==> src/rtl/ffdiv_issuer.sv <==
// Job issuer for a multi-cycle FP divider: one job in flight, responses queued in a FIFO.
// Optional busy-timeout abort enabled with `define FFDIV_ISSUER_TIMEOUT_EN.
module ffdiv_issuer #(
    parameter int unsigned TAG_W     = 4,
    parameter int unsigned RSP_DEPTH = 4,
    parameter int unsigned TIMEOUT   = 64
) (
    input  logic             clk,
    input  logic             rst,
    input  logic             req_valid,
    output logic             req_ready,
    input  logic [31:0]      req_op1,
    input  logic [31:0]      req_op2,
    input  logic [TAG_W-1:0] req_tag,
    output logic             div_en,
    output logic [31:0]      div_operand1,
    output logic [31:0]      div_operand2,
    input  logic             div_ready,
    input  logic [31:0]      div_result,
    input  logic [4:0]       div_flag,
    output logic             rsp_valid,
    input  logic             rsp_ready,
    output logic [31:0]      rsp_result,
    output logic [4:0]       rsp_flag,
    output logic [TAG_W-1:0] rsp_tag,
    output logic             rsp_timeout
);

    localparam int unsigned PTR_W = (RSP_DEPTH > 1) ? $clog2(RSP_DEPTH) : 1;
    localparam int unsigned CNT_W = $clog2(RSP_DEPTH + 1);
`ifdef FFDIV_ISSUER_TIMEOUT_EN
    localparam int unsigned ENT_W = 38 + TAG_W;
    localparam int unsigned TMR_W = $clog2(TIMEOUT + 1);
`else
    localparam int unsigned ENT_W = 37 + TAG_W;
`endif

    typedef enum logic [1:0] {StIdle, StBusy, StCapt} state_e;

    state_e             state_q, state_d;
    logic [31:0]        op1_q, op2_q, res_q;
    logic [4:0]         flag_q;
    logic [TAG_W-1:0]   tag_q;
    logic [ENT_W-1:0]   mem_q [RSP_DEPTH];
    logic [PTR_W-1:0]   wr_ptr_q, rd_ptr_q;
    logic [CNT_W-1:0]   count_q;
    logic               accept, push, pop;
    logic [ENT_W-1:0]   push_data, head;
`ifdef FFDIV_ISSUER_TIMEOUT_EN
    logic [TMR_W-1:0]   timer_q;
    logic               push_timeout;
`endif

    assign accept = req_valid && req_ready;
    assign pop    = rsp_valid && rsp_ready;
    assign head   = mem_q[rd_ptr_q];

    always_comb begin
        state_d = state_q;
        push    = 1'b0;
`ifdef FFDIV_ISSUER_TIMEOUT_EN
        push_timeout = 1'b0;
`endif
        unique case (state_q)
            StIdle: if (accept) state_d = StBusy;
            StBusy: begin
                if (div_ready) begin
                    state_d = StCapt;
`ifdef FFDIV_ISSUER_TIMEOUT_EN
                end else if (timer_q == TMR_W'(TIMEOUT - 1)) begin
                    // Abort: queue a NaN response flagged as timed out.
                    push         = 1'b1;
                    push_timeout = 1'b1;
                    state_d      = StIdle;
`endif
                end
            end
            StCapt: begin
                push    = 1'b1;
                state_d = StIdle;
            end
            default: state_d = StIdle;
        endcase
    end

`ifdef FFDIV_ISSUER_TIMEOUT_EN
    assign push_data = push_timeout ? {32'h7FC00000, 5'b10000, tag_q, 1'b1}
                                    : {res_q, flag_q, tag_q, 1'b0};
`else
    assign push_data = {res_q, flag_q, tag_q};
`endif

    // All outputs are forced to zero while reset is asserted.
    always_comb begin
        req_ready    = 1'b0;
        div_en       = 1'b0;
        div_operand1 = '0;
        div_operand2 = '0;
        rsp_valid    = 1'b0;
        rsp_result   = '0;
        rsp_flag     = '0;
        rsp_tag      = '0;
        rsp_timeout  = 1'b0;
        if (!rst) begin
            req_ready    = (state_q == StIdle) && (count_q < CNT_W'(RSP_DEPTH));
            div_en       = (state_q == StBusy);
            div_operand1 = op1_q;
            div_operand2 = op2_q;
            rsp_valid    = (count_q != '0);
            rsp_result   = head[ENT_W-1 -: 32];
            rsp_flag     = head[ENT_W-33 -: 5];
            rsp_tag      = head[ENT_W-38 -: TAG_W];
`ifdef FFDIV_ISSUER_TIMEOUT_EN
            rsp_timeout  = head[0];
`endif
        end
    end

    always_ff @(posedge clk) begin
        if (rst) begin
            state_q  <= StIdle;
            op1_q    <= '0;
            op2_q    <= '0;
            tag_q    <= '0;
            res_q    <= '0;
            flag_q   <= '0;
            wr_ptr_q <= '0;
            rd_ptr_q <= '0;
            count_q  <= '0;
`ifdef FFDIV_ISSUER_TIMEOUT_EN
            timer_q  <= '0;
`endif
        end else begin
            state_q <= state_d;
            if (accept) begin
                op1_q <= req_op1;
                op2_q <= req_op2;
                tag_q <= req_tag;
            end
            if (state_q == StBusy && div_ready) begin
                res_q  <= div_result;
                flag_q <= div_flag;
            end
            if (push) wr_ptr_q <= (wr_ptr_q == PTR_W'(RSP_DEPTH - 1)) ? '0 : wr_ptr_q + 1'b1;
            if (pop)  rd_ptr_q <= (rd_ptr_q == PTR_W'(RSP_DEPTH - 1)) ? '0 : rd_ptr_q + 1'b1;
            if (push && !pop)      count_q <= count_q + 1'b1;
            else if (!push && pop) count_q <= count_q - 1'b1;
`ifdef FFDIV_ISSUER_TIMEOUT_EN
            if (accept)                 timer_q <= '0;
            else if (state_q == StBusy) timer_q <= timer_q + 1'b1;
`endif
        end
    end

    always_ff @(posedge clk) begin
        if (push && !rst) mem_q[wr_ptr_q] <= push_data;
    end

endmodule

==> config.mk <==
export PLATFORM = sky130hd
export DESIGN_NAME = ffdiv_issuer
export DESIGN_NICKNAME = d
export VERILOG_FILES = /design/src/rtl/ffdiv_issuer.sv
export SDC_FILE = /design/constraint.sdc
export NUM_CORES = 1
export LEC_CHECK = 0
export CAP_MARGIN = 25
export CORE_AREA = 2 2 178 180
export CTS_CLUSTER_SIZE = 8
export DETAILED_ROUTE_END_ITERATION = 10
export DIE_AREA = 0 0 180 182
export PLACE_DENSITY_LB_ADDON = 0.12
export REMOVE_ABC_BUFFERS = 1
export SETUP_SLACK_MARGIN = 0.02
export SLEW_MARGIN = 30
export SYNTH_ARGS = -nofsm -noshare
export SYNTH_HDL_FRONTEND = slang
export SYNTH_SLANG_ARGS = --single-unit
==> constraint.sdc <==
create_clock -name clk -period 4.2 [get_ports clk]
set_clock_uncertainty 0.15 [all_clocks]
set_input_delay 0.84 -clock clk [delete_from_list [all_inputs] [get_ports clk]]
set_output_delay 0.84 -clock clk [all_outputs]
set_load 0.01 [all_outputs]
======== Word-level counts from Yosys, hierarchy flattened ========
Memories as Yosys holds them, arrays and structs flattened. A register that Yosys moved wholly into a read port is not among the register bits.
Index checks and enable logic that the tools add are counted.
cells by class
  reduce and logical (&&, ||, !) cells .... 14
  $lt $le $gt $ge ......................... 1
  add/sub/neg operators ................... 4
  equality and inequality tests ........... 6
  muxes and demuxes ....................... 20
operator list
  cell                                                 count
  two-way mux 32 bit                                   3
  two-way mux 2 bit                                    6
  logical AND 1 bit                                    7
  equality test 2 bit, second input constant           3
  two-way mux 1 bit                                    6
  two-way mux 3 bit                                    2
  two-way mux 5 bit                                    1
  adder 2 x 1 -> 2 bit, second input constant          2
  two-way mux 4 bit                                    1
  != test 2 bit, second input constant                 2
  case mux 2 bit (2 select lines)                      1
  adder 3 x 1 -> 3 bit, second input constant          1
  zero test 1 bit                                      3
  < comparator 3 bit, second input constant            1
  nonzero test 3 bit                                   1
  subtractor 3 x 1 -> 3 bit, second input constant     1
  equality test 2 x 1 -> 1 bit, second input constant  1
  zero test 2 bit                                      1
  AND reduction 2 bit                                  1
  nonzero test 2 bit                                   1
word-level totals
  input port bits ......................... 110
  logic and storage cells ................. 55
  output and inout port bits .............. 109
  memories kept ........................... 1
  register bits ........................... 114
  memory bits (writable) .................. 164
memories
  name   depth  bits a word  rd ports  clocked after memory_dff  write ports  line  text
  mem_q  4      41           1         1                         1            44    logic [ENT_W-1:0] mem_q [RSP_DEPTH];

======== Logic depth before layout (Yosys ltp) ========
  word-level depth ........................ 6
  mapped depth ............................ 9
  mapped depth without buffers ............ 9

======== Worst setup path after synthesis ========
No wires, ideal clock.
  path kind ............................... in2reg
  start point ............................. in rst
  end point ............................... mem mem_q[0][0] in the netlist's numbering (enable)
  setup slack ............................. 1.281 ns
  required time ........................... 3.648 ns
  buffers on the path ..................... 2
  library setup time ...................... 0.402 ns
  data arrival time ....................... 2.366 ns
  stages on the path ...................... 4
  cells stage by stage .................... buf_2 > buf_1 > nor2_1 > and2_1
between the ends
  cells in the longest elaborated chain, start to end .. 4
ends and longest elaborated chain
  element                                  line  text
  from (decl)                              9     input logic rst,
  zero test 1 bit                          156   if (push && !rst) mem_q[wr_ptr_q] <= push_data;
  logical AND 1 bit                        156
  two-way mux 1 bit                        156
  two-way mux 1 bit (not written as such)  156
  to (decl)                                44
Every way passes these cells.

==> out/metrics.yaml <==
placed_design:
  place_ws_ns: 0.941
  routabilityCongestion: 0.691
  port_buffers: 217
  dp_hpwl_um: 14800
cts:
  cts-root-buf: "clkbuf_16"
  clock_latency_ns: 0.51
  clockBufferDepth: 3
  cts_made_buffers: 40
  cts.repair.resized: 0
  cts_max_level: 2
  cts_hold_buf: 0
  clkTransAtPathRegs_ns: 0.05
  clock-sinks: 280
  tritoncts: "built"
  cts_setup_buffers: 0
drt:
  postRouteWirelength_um: 24400
  drcViolationCount: 0
  ant_nets: 0
  dr.first_iter.drc_count: 262
  wl_per_cell_um: 17.9
  viasPerCell: 4.58
  drtPass1Iterations: 5
  vias: 6244
global_routing:
  grt-ovfl-total: 0
  grt_pass1_wl_um: 38300
  grt_pass1_vias: 6607
  grt_max_degree: 55
  antenna_found_initial: 1
  track_usage_pct: 15.0
floorplan:
  die_y_um: 182
  rows: 65
  die_w_um: 180
  start_util_pct: 34.4
  die_area_um2: 32800
  ioPinCount: 219
  core_um2: 31000
synthesis:
  ys_seq_area_share_pct: 68.0
  synthCells: 701
  syn_area_per_cell_um2: 15.2
  synth_seq_cells: 280
  synth_cell_types: 31
  yosysWarnings: 0
  syn_area_um2: 10700
final_layout:
  post-route-util_pct: 46.9
  syn_to_final_growth_pct: 36.3
  nets: 1054
  final_layout_size_suffix_gt1_share_pct: 18.8
  num_antenna_cells: 0
timing:
  slew-limit-headroom_pct: 40.4
  layout_worst_path_cycle_share_pct: 86.0
  min_period_ns: 3.61
  worst_slack_ns: 0.589
  rsz0062_at_grt: "no"
  drv_slew: 0
  setup_viol: 0
  tightestPinTransition_ns: 0.893
  fmax_mhz: 277
  finalHoldViolCount: 0
  setup_tns_ns: 0
worst_setup_path:
  crit_chain: "buf_4 > mux4_2 > nor2b_1 > clkdlybuf4s50_1"
  path_class: "flip-flop to output pin"
  rr_worst_depth: 9
  end_kind: "output pin"
  r2r-start: "count_q[2]"
  worst-path-buf-inv: 2
  start_kind: "flip-flop"
  slowest_delay_ns: 0.84
  reg2reg_to: "count_q[2]"
  path_delay_family: "flip-flops"
  arrival_ns: 2.62
  worst_path_max_delay_cell: "dfxtp_2"
  required_ns: 3.21
  rrSetupSlack_ns: 1.88
  crit_fanout: 25
  path_depth: 4
  crit_end: "rsp_result[13]"
min_path:
  hp-class: "flip-flop to flip-flop"
outcome:
  status: "finished clean"
power:
  leakagePower_nw: 5.18
  ir_worst_vdd_uv: 288
  p_per_area_nw_per_um2: 463
job:
  maxCapViolCount: 0
layout by cell type (no fill, tap or decap), types with 4 or more instances in the layout:
cell type,instances
a21oi_1,39
and2_2,4
buf_12,8
buf_4,11
clkbuf_1,26
clkbuf_16,41
clkdlybuf4s50_1,216
dfxtp_1,114
edfxtp_1,164
ha_1,6
inv_1,6
mux2_2,61
mux2_4,9
mux4_2,41
nand2_1,77
nor2_1,8
nor2b_1,111
worst min-delay path, stage by stage, from the launching register on:
cell and delay (ns):
dfxtp_1 0.33, nand2_1 0.06, a21oi_1 0.05
report_power, final:
part           internal (W)  switching [W]
clock network       0.00179        0.00110
registers           0.00301      0.0000705
logic              0.000469       0.000289
registers in the layout (all words and copies together), names as in the netlist, named ones only:
name,cells
count_q,3
flag_q,5
mem_q,164
op1_q,32
op2_q,32
rd_ptr_q,2
res_q,32
state_q,2
tag_q,4
wr_ptr_q,2
synthesized netlist by cell type:
master | number | area [um^2]
mux2i_1 | 2 | 20.0
o21ai_0 | 2 | 10.0
a21oi_1 | 39 | 195
nand3b_1 | 1 | 7.51
and3_1 | 1 | 6.26
and3b_1 | 1 | 8.76
xor2_1 | 2 | 17.5
nor2b_1 | 111 | 694
nor2_1 | 8 | 30.0
and2_1 | 4 | 25.0
buf_4 | 1 | 7.51
nand2_1 | 77 | 289
nand2b_1 | 1 | 6.26
nor3_1 | 1 | 5.00
mux2_2 | 61 | 687
fa_1 | 1 | 20.0
nor3b_1 | 1 | 7.51
conb_1 | 1 | 3.75
edfxtp_1 | 164 | 4920
buf_6 | 2 | 22.5
ha_1 | 6 | 75.1
mux2_4 | 9 | 135
inv_1 | 6 | 22.5
or3_1 | 1 | 6.26
nor4_4 | 1 | 21.3
mux4_2 | 41 | 923
buf_2 | 12 | 60.1
nand2_2 | 1 | 6.26
clkbuf_1 | 18 | 67.6
buf_1 | 9 | 33.8
dfxtp_1 | 116 | 2320
cell families after synthesis:
kind of cell / share of synthesized area, %
DFF: 68.0
and+or+nand+nor: 10.4
muxes: 16.6
buffers and inverters: 2.01
AOI/OAI and AO/OA: 1.92
adders and majority gates: 0.892
xor gates and xnor gates: 0.164
other: 0.0352
metrics by stage:
| step | hold WS, ns | area (um^2) | instances | total power, W |
|---|---|---|---|---|
| floorplan | 0.302 | 10500 | 659 | 0.00351 |
| global placement | 0.333 | 13400 | 1297 | 0.00391 |
| detailed placement | 0.336 | 13400 | 1297 | 0.00391 |
| CTS | 0.343 | 14500 | 1364 | 0.00685 |
| global route | 0.370 | 14500 | 1364 | 0.00703 |
| finish | 0.345 | 14500 | 1364 | 0.00673 |
worst min path at each step:
stage                          from            to  slack [ns]  cells past startpoint
after global placement     res_q[2]      res_q[2]        0.33                      2
after detailed placement  res_q[31]     res_q[31]        0.34                      2
final                      res_q[2]      res_q[2]        0.34                      2
after CTS                 res_q[31]     res_q[31]        0.34                      2
after floorplan            tag_q[0]   mem_q[0][0]        0.30                      0
after global routing       res_q[4]  mem_q[2][13]        0.37                      0
cell type report:
type	instances	area (um^2)
Clock buffer	67	1120
Fill cell	2734	16500
Inverter	6	22.5
Multi-Input combinational cell	373	3210
Sequential cell	280	7250
Tap cell	402	503
Timing Repair Buffer	236	2420
layer usage:
| metal | track usage [%] | routed length [um] | up-vias |
|---|---|---|---|
| met3 | 6.48 | 2380 | 41 |
| met5 | 0 | 13 | - |
| met1 | 19.7 | 10900 | 3000 |
| met4 | 4.20 | 428 | 2 |
| met2 | 22.7 | 10600 | 220 |
| li1 | - | - | 2981 |
No activity file was read; power rests on OpenSTA's default activity.
